[src/rtl/div_scheduler.sv]
// Two-requester round-robin front end for a single repeated-subtraction divider.
// One operation in flight; response is registered and tagged with the requester id.
module div_scheduler #(
  parameter int W = 4
) (
  input  logic         clk,
  input  logic         rst,
  input  logic         req0_valid,
  input  logic [W-1:0] req0_a,
  input  logic [W-1:0] req0_b,
  output logic         req0_ready,
  input  logic         req1_valid,
  input  logic [W-1:0] req1_a,
  input  logic [W-1:0] req1_b,
  output logic         req1_ready,
  output logic         rsp_valid,
  input  logic         rsp_ready,
  output logic         rsp_id,
  output logic [W-1:0] rsp_q,
  output logic [W-1:0] rsp_r,
  output logic         rsp_err,
  output logic         busy
);

  typedef enum logic [1:0] {
    IDLE = 2'd0,
    CALC = 2'd1,
    DONE = 2'd2
  } state_e;

  state_e       state_q, state_d;
  logic [W-1:0] a_q, a_d;
  logic [W-1:0] b_q, b_d;
  logic         id_q, id_d;
  logic [W-1:0] rem_q, rem_d;
  logic [W-1:0] cnt_q, cnt_d;
  logic         last_grant_q, last_grant_d;
  logic         rsp_valid_q, rsp_valid_d;
  logic         rsp_id_q, rsp_id_d;
  logic [W-1:0] rsp_q_q, rsp_q_d;
  logic [W-1:0] rsp_r_q, rsp_r_d;
  logic         rsp_err_q, rsp_err_d;

  logic         grant_s;
  logic         req0_ready_s;
  logic         req1_ready_s;

  // Arbitration, handshake qualification and divider next-state logic
  always_comb begin
    state_d      = state_q;
    a_d          = a_q;
    b_d          = b_q;
    id_d         = id_q;
    rem_d        = rem_q;
    cnt_d        = cnt_q;
    last_grant_d = last_grant_q;
    rsp_valid_d  = rsp_valid_q;
    rsp_id_d     = rsp_id_q;
    rsp_q_d      = rsp_q_q;
    rsp_r_d      = rsp_r_q;
    rsp_err_d    = rsp_err_q;

    // A lone requester always wins; on a tie the one not served last wins.
    if (req0_valid && req1_valid) begin
      grant_s = ~last_grant_q;
    end else if (req1_valid) begin
      grant_s = 1'b1;
    end else begin
      grant_s = 1'b0;
    end

    req0_ready_s = (state_q == IDLE) && (grant_s == 1'b0) && req0_valid;
    req1_ready_s = (state_q == IDLE) && (grant_s == 1'b1) && req1_valid;

    case (state_q)
      IDLE: begin
        if (req0_ready_s) begin
          a_d          = req0_a;
          b_d          = req0_b;
          id_d         = 1'b0;
          rem_d        = req0_a;
          cnt_d        = '0;
          last_grant_d = 1'b0;
          state_d      = CALC;
        end else if (req1_ready_s) begin
          a_d          = req1_a;
          b_d          = req1_b;
          id_d         = 1'b1;
          rem_d        = req1_a;
          cnt_d        = '0;
          last_grant_d = 1'b1;
          state_d      = CALC;
        end else begin
          state_d = IDLE;
        end
      end
      CALC: begin
        if (b_q == '0) begin
          rsp_valid_d = 1'b1;
          rsp_id_d    = id_q;
          rsp_err_d   = 1'b1;
          rsp_q_d     = {W{1'b1}};
          rsp_r_d     = a_q;
          state_d     = DONE;
        end else if (rem_q < b_q) begin
          rsp_valid_d = 1'b1;
          rsp_id_d    = id_q;
          rsp_err_d   = 1'b0;
          rsp_q_d     = cnt_q;
          rsp_r_d     = rem_q;
          state_d     = DONE;
        end else begin
          rem_d   = rem_q - b_q;
          cnt_d   = cnt_q + {{(W-1){1'b0}}, 1'b1};
          state_d = CALC;
        end
      end
      DONE: begin
        if (rsp_ready) begin
          rsp_valid_d = 1'b0;
          state_d     = IDLE;
        end else begin
          state_d = DONE;
        end
      end
      default: begin
        rsp_valid_d = 1'b0;
        state_d     = IDLE;
      end
    endcase
  end

  // State and datapath registers with synchronous reset
  always_ff @(posedge clk) begin
    if (rst) begin
      state_q      <= IDLE;
      a_q          <= '0;
      b_q          <= '0;
      id_q         <= 1'b0;
      rem_q        <= '0;
      cnt_q        <= '0;
      last_grant_q <= 1'b1;
      rsp_valid_q  <= 1'b0;
      rsp_id_q     <= 1'b0;
      rsp_q_q      <= '0;
      rsp_r_q      <= '0;
      rsp_err_q    <= 1'b0;
    end else begin
      state_q      <= state_d;
      a_q          <= a_d;
      b_q          <= b_d;
      id_q         <= id_d;
      rem_q        <= rem_d;
      cnt_q        <= cnt_d;
      last_grant_q <= last_grant_d;
      rsp_valid_q  <= rsp_valid_d;
      rsp_id_q     <= rsp_id_d;
      rsp_q_q      <= rsp_q_d;
      rsp_r_q      <= rsp_r_d;
      rsp_err_q    <= rsp_err_d;
    end
  end

  assign req0_ready = req0_ready_s;
  assign req1_ready = req1_ready_s;
  assign rsp_valid  = rsp_valid_q;
  assign rsp_id     = rsp_id_q;
  assign rsp_q      = rsp_q_q;
  assign rsp_r      = rsp_r_q;
  assign rsp_err    = rsp_err_q;
  assign busy       = (state_q != IDLE);

endmodule
[config.mk]
export PLATFORM = sky130hd
export DESIGN_NAME = div_scheduler
export DESIGN_NICKNAME = d
export VERILOG_FILES = /design/src/rtl/div_scheduler.sv
export SDC_FILE = /design/constraint.sdc
export NUM_CORES = 1
export LEC_CHECK = 0
export CAP_MARGIN = 20
export CORE_UTILIZATION = 45
export CTS_BUF_LIST = sky130_fd_sc_hd__clkbuf_4 sky130_fd_sc_hd__clkbuf_8 sky130_fd_sc_hd__clkbuf_16
export CTS_CLUSTER_SIZE = 14
export DETAILED_ROUTE_END_ITERATION = 8
export GPL_TIMING_DRIVEN = 0
export PLACE_DENSITY = 0.85
export SLEW_MARGIN = 20
export SYNTH_ARGS = -nofsm -noshare
export SYNTH_HDL_FRONTEND = slang
export SYNTH_SLANG_ARGS = --single-unit
[constraint.sdc]
create_clock -name clk -period 3.7 [get_ports clk]
set_clock_uncertainty 0.1 [all_clocks]
set_input_delay 1.11 -clock clk [delete_from_list [all_inputs] [get_ports clk]]
set_output_delay 1.11 -clock clk [all_outputs]
set_load 0.02 [all_outputs]
# --- Yosys cells after proc, flatten, opt, wreduce, memory -nomap -nowiden ---
# Cells that the tools add are included.
totals:
  output_inout_bits: 14
  in_bits: 21
  regBits: 31
  wordCells: 74
op_classes:
  n_eq_ne: 7
  n_reduce_logical: 15
  bitwise_logic: 3
  magnitude_cmp: 1
  muxes: 34
  addsub: 2
ops:
  columns: ["operator", "n"]
  rows:
  - ["2-to-1 mux 4 bit", 14]
  - ["one-hot mux 4 bit (2 select lines)", 2]
  - ["2-to-1 mux 1 bit", 13]
  - ["nonzero test 2 bit", 4]
  - ["2-to-1 mux 2 bit", 3]
  - ["!= test 2 bit (second input constant)", 3]
  - ["!= test 3 bit (second input constant)", 2]
  - ["one-hot mux 2 bit (3 select lines)", 1]
  - ["logical AND 1 bit", 5]
  - ["adder 4 x 1 -> 4 bit (second input constant)", 1]
  - ["zero test 4 bit", 1]
  - ["less-than comparator 4 bit", 1]
  - ["AND reduction 2 bit", 2]
  - ["AND reduction 4 bit", 1]
  - ["subtractor 4 bit", 1]
  - ["NOT 1 bit", 3]
  - ["one-hot mux 1 bit (3 select lines)", 1]
  - ["AND reduction 3 bit", 1]
  - ["equality test 2 x 1 -> 1 bit (second input constant)", 1]
  - ["equality test 2 bit (second input constant)", 1]
  - ["zero test 2 bit", 1]

# --- Depth between registers and ports, before layout ---
depth:
  word_depth: 7
  depth_mapped: 9
  depth_no_buf: 8

# --- Least setup slack after synthesis ---
# No wires, ideal clock.
synth_timing:
  path_type: "input to output"
  startpoint: "input port req1_valid"
  endpoint: "output port req1_ready"
  required_ns: 2.490
  setup_slack_ns: 0.817
  path_buffers: 0
  path_stages: 2
  arrival_ns: 1.673
  path_cell_list: "nand2_1 -> a21oi_1"
synth_between:
  elab_chain_len: 4
  word_cells_on_any_way: 5
  cone_classes: "mux (2); reduce/logical (3)"
synth_lines:
  columns: ["element", "line_no", "source"]
  rows:
  - ["from (decl)", "12", "input logic req1_valid,"]
  - ["2-to-1 mux 1 bit or logical AND 1 bit (tied branches)", "66, 64", null]
  - ["2-to-1 mux 1 bit", "64", "if (req0_valid && req1_valid) begin"]
  - ["logical AND 1 bit", "73", "req1_ready_s = (state_q == IDLE) && (grant_s == 1'b1) && req1_valid;"]
  - ["logical AND 1 bit (*)", "73", null]
  - ["to (decl)", "15", "output logic req1_ready,"]
# Every way passes the cells marked *; elsewhere a longest branch is shown, timed or not.

# --- Worst setup path after layout ---
# Same ends and word-level chain as after synthesis.

==> impl_metrics.ini <==
[clock_tree]
cts.clk_slew.worst_paths_ns = 0.08
clk_latency_ns = 0.33
tritoncts = yes
cts_max_level = 2
cts_made_buffers = 5
cts_setup_buffers = 0
tritoncts_num_sinks = 31
cts.path.max_buffers = 2
clock_tree_root_driver_cell = sky130_fd_sc_hd__clkbuf_4

[routing]
post_detailed_route_count_of_antenna_violating_nets = 0
detail_route.wl_per_cell_um = 12.6
final_wirelength_um = 3290
drt_iter0_markers = 54
vias = 1381
avgViaCountPerCell = 5.29
detail_route.first_pass.iterations = 7
drc = 0

[die]
dieArea_um2 = 3720
rows = 21
die_height_um = 61.0
fp.dieW_um = 61.0
design.portCount = 35
core_area_um2 = 3340
starting_density_of_the_core = 0.469

[layout]
synthToLayoutAreaGrowth_pct = 28.2
multi_input_comb_area_um2 = 863
finish.net_count = 242
most-common-layout-cells = 31 x sky130_fd_sc_hd__dfxtp_1, 31 x sky130_fd_sc_hd__clkdlybuf4s50_1, 24 x sky130_fd_sc_hd__nor2_1
nFillCells = 315
finish.cell_count_without_fillers = 261
post_route_cells_drive_above_1_share = 0.149
n_antenna_cell = 0
finish.utilization = 0.601
final-seq-area_um2 = 621

[critical_path]
critPathRequiredTime_ns = 2.49
worst_r2r_dst = rem_q[1]
critical_path.endpoint_type = output pin
reg2reg_slack_ns = 1.21
critPathKind = in -> out
r2r-start = rem_q[0]
worst_r2r_path_depth = 8
worst-endpoint-arrival_ns = 2.36
critical_path_peak_fanout = 6
timing.critical_path.from_type = input port

[power_and_ir_drop]
maximum_vdd_drop_mv = 0.286
leakagePower_nw = 0.764
cellPowerDensity_nw_per_um2 = 647

[sta]
setup-violations-final = 0
rsz0062_at_grt = no
max_freq_mhz = 280
timing_max_transition_violations_final = 0
fin_crit_period_ns = 3.57
final_hold_viol_count = 0
timing_worst_slew_pin_value_ns = 0.772
timing.final.crit_share = 0.965
slew_headroom = 0.481

[placed_design]
place.detailed.instances = 254
gp_congestion = 0.824
port-buffer-count = 33
dpl.hpwl_um = 2510

[synthesis]
synth.ff_latch_count = 31
syn-mean-instance-area_um2 = 8.94
syn_nets = 202
syn_area_um2 = 1570
post_synth_num_cell_types = 36
synth_seq_area_share = 0.396
syn-instance-count = 175
synth.yosys.warnings = 0

[min_path]
hp-class = reg -> reg
hold_start = a_q[1]
holdPathEnd = rsp_r[1]
hold-path-cell-count = 2

[global_routing]
grt_pass1_vias = 1267
grt_overflow = 0
largest_net_degree_at_the_start_of_global_routing = 11
grt_pass1_wl_um = 5500
gr-usage-all-layers = 0.210
antenna_found_initial = 0

[job]
drv_cap = 0

[run_status]
run_status = finished clean
==> how the worst max path moves through the flow <==
stage               slack, ns         end  startpoint  cells after the start
floorplan                0.82  req1_ready  req1_valid                      2
global placement        -0.30  req1_ready  req1_valid                      4
finish                   0.13  req1_ready  req1_valid                      4
detailed placement      -0.30  req1_ready  req1_valid                      4
CTS                      0.03  req0_ready  req0_valid                      4
global route             0.06  req1_ready  req1_valid                      4
==> where the power goes <==
group          total [W]  switching (W)  leakage, nW  internal, W
clock           0.000198       0.000110       0.0341    0.0000879
combinational   0.000635       0.000358        0.475     0.000276
sequential      0.000465      0.0000573        0.255     0.000408
total            0.00130       0.000526        0.764     0.000772
==> Yosys cell counts <==
cell                        n  area (um2)
sky130_fd_sc_hd__a211o_1    4        35.0
sky130_fd_sc_hd__a211oi_1   6        45.0
sky130_fd_sc_hd__a211oi_2   1        12.5
sky130_fd_sc_hd__a21o_1     2        15.0
sky130_fd_sc_hd__a21oi_1   12        60.1
sky130_fd_sc_hd__a21oi_2    1        8.76
sky130_fd_sc_hd__a21oi_4    1        16.3
sky130_fd_sc_hd__a222oi_1   4        40.0
sky130_fd_sc_hd__a311oi_1   3        26.3
sky130_fd_sc_hd__a31oi_4    1        21.3
sky130_fd_sc_hd__and2_1     2        12.5
sky130_fd_sc_hd__and3_1     1        6.26
sky130_fd_sc_hd__buf_2      2        10.0
sky130_fd_sc_hd__buf_6      2        22.5
sky130_fd_sc_hd__clkbuf_1   5        18.8
sky130_fd_sc_hd__dfxtp_1   31         621
sky130_fd_sc_hd__fa_1       1        20.0
sky130_fd_sc_hd__ha_1       5        62.6
sky130_fd_sc_hd__inv_1      9        33.8
sky130_fd_sc_hd__mux2i_1    7        70.1
sky130_fd_sc_hd__nand2_1   12        45.0
sky130_fd_sc_hd__nand2_4    1        11.3
sky130_fd_sc_hd__nand2b_1   4        25.0
sky130_fd_sc_hd__nand3_1    3        15.0
sky130_fd_sc_hd__nand3b_1   1        7.51
sky130_fd_sc_hd__nor2_1    24        90.1
sky130_fd_sc_hd__nor2_2     6        37.5
sky130_fd_sc_hd__nor2b_1    2        12.5
sky130_fd_sc_hd__nor3_1     4        20.0
sky130_fd_sc_hd__nor3_2     5        50.1
sky130_fd_sc_hd__nor4_1     3        18.8
sky130_fd_sc_hd__nor4_2     1        12.5
sky130_fd_sc_hd__o21a_1     3        22.5
sky130_fd_sc_hd__o21ai_0    4        20.0
sky130_fd_sc_hd__o21ai_2    1        8.76
sky130_fd_sc_hd__or4_4      1        11.3
==> state kept, by name, summed over array words and instances (netlist names) <==
register / flops
rsp_q: 4
rem_q: 4
cnt_q: 4
last_grant_q: 1
b_q: 4
rsp_valid: 1
rsp_r: 4
state_q: 2
rsp_err: 1
a_q: 4
id_q: 1
rsp_id: 1
==> kinds of logic (layout without fill, tap and decap cells) <==
kind of cell / count (synthesis) / after routing / share of synthesized area
multiplexers: 7 / 7 / 0.0448
adder cells (fa/ha/maj): 6 / 6 / 0.0528
AO/OA/AOI/OAI: 43 / 43 / 0.212
flip-flops: 31 / 31 / 0.396
AND/OR/NAND/NOR: 70 / 70 / 0.240
buffers and inverters: 18 / 58 / 0.0544
==> worst max-delay path, cell delays in order <==
cell	delay (ns)
sky130_fd_sc_hd__clkdlybuf4s50_1	0.52
sky130_fd_sc_hd__nand2_1	0.10
sky130_fd_sc_hd__a21oi_2	0.26
sky130_fd_sc_hd__dlygate4sd2_1	0.37
==> per-stage QoR <==
step / total power [W] / hold WS [ns] / setup TNS [ns] / instance area [um2] / worst slack (ns)
floorplan: 0.000921 / 0.345 / 0 / 1570 / 0.817
global placement: 0.00110 / 0.361 / -0.514 / 1950 / -0.296
detailed placement: 0.00112 / 0.374 / -0.536 / 1950 / -0.301
CTS: 0.00131 / 0.388 / 0 / 2010 / 0.0344
global route: 0.00140 / 0.410 / 0 / 2010 / 0.0645
finish: 0.00130 / 0.385 / 0 / 2010 / 0.128
==> layer usage <==
metal	wire length, um	vias up	track usage
met5	0	-	0
met1	1460	635	0.244
li1	-	705	-
met2	1640	33	0.363
met4	52	0	0.0877
met3	133	8	0.0576
==> cell type report <==
type / instances / area share
Multi-Input combinational cell: 126 / 0.430
Sequential cell: 31 / 0.309
Timing Repair Buffer: 33 / 0.161
Tap cell: 46 / 0.0287
Clock buffer: 6 / 0.0256
Buffer: 9 / 0.0256
Inverter: 9 / 0.0168
Clock inverter: 1 / 0.00249
==> repair_timing <==
action	4_1_cts	5_1_grt
setup endpoints to repair	2	1
cloned	0	0
hold buffers	0	0
gates resized for setup	3	2
No activity file was read; power rests on OpenSTA's default activity.
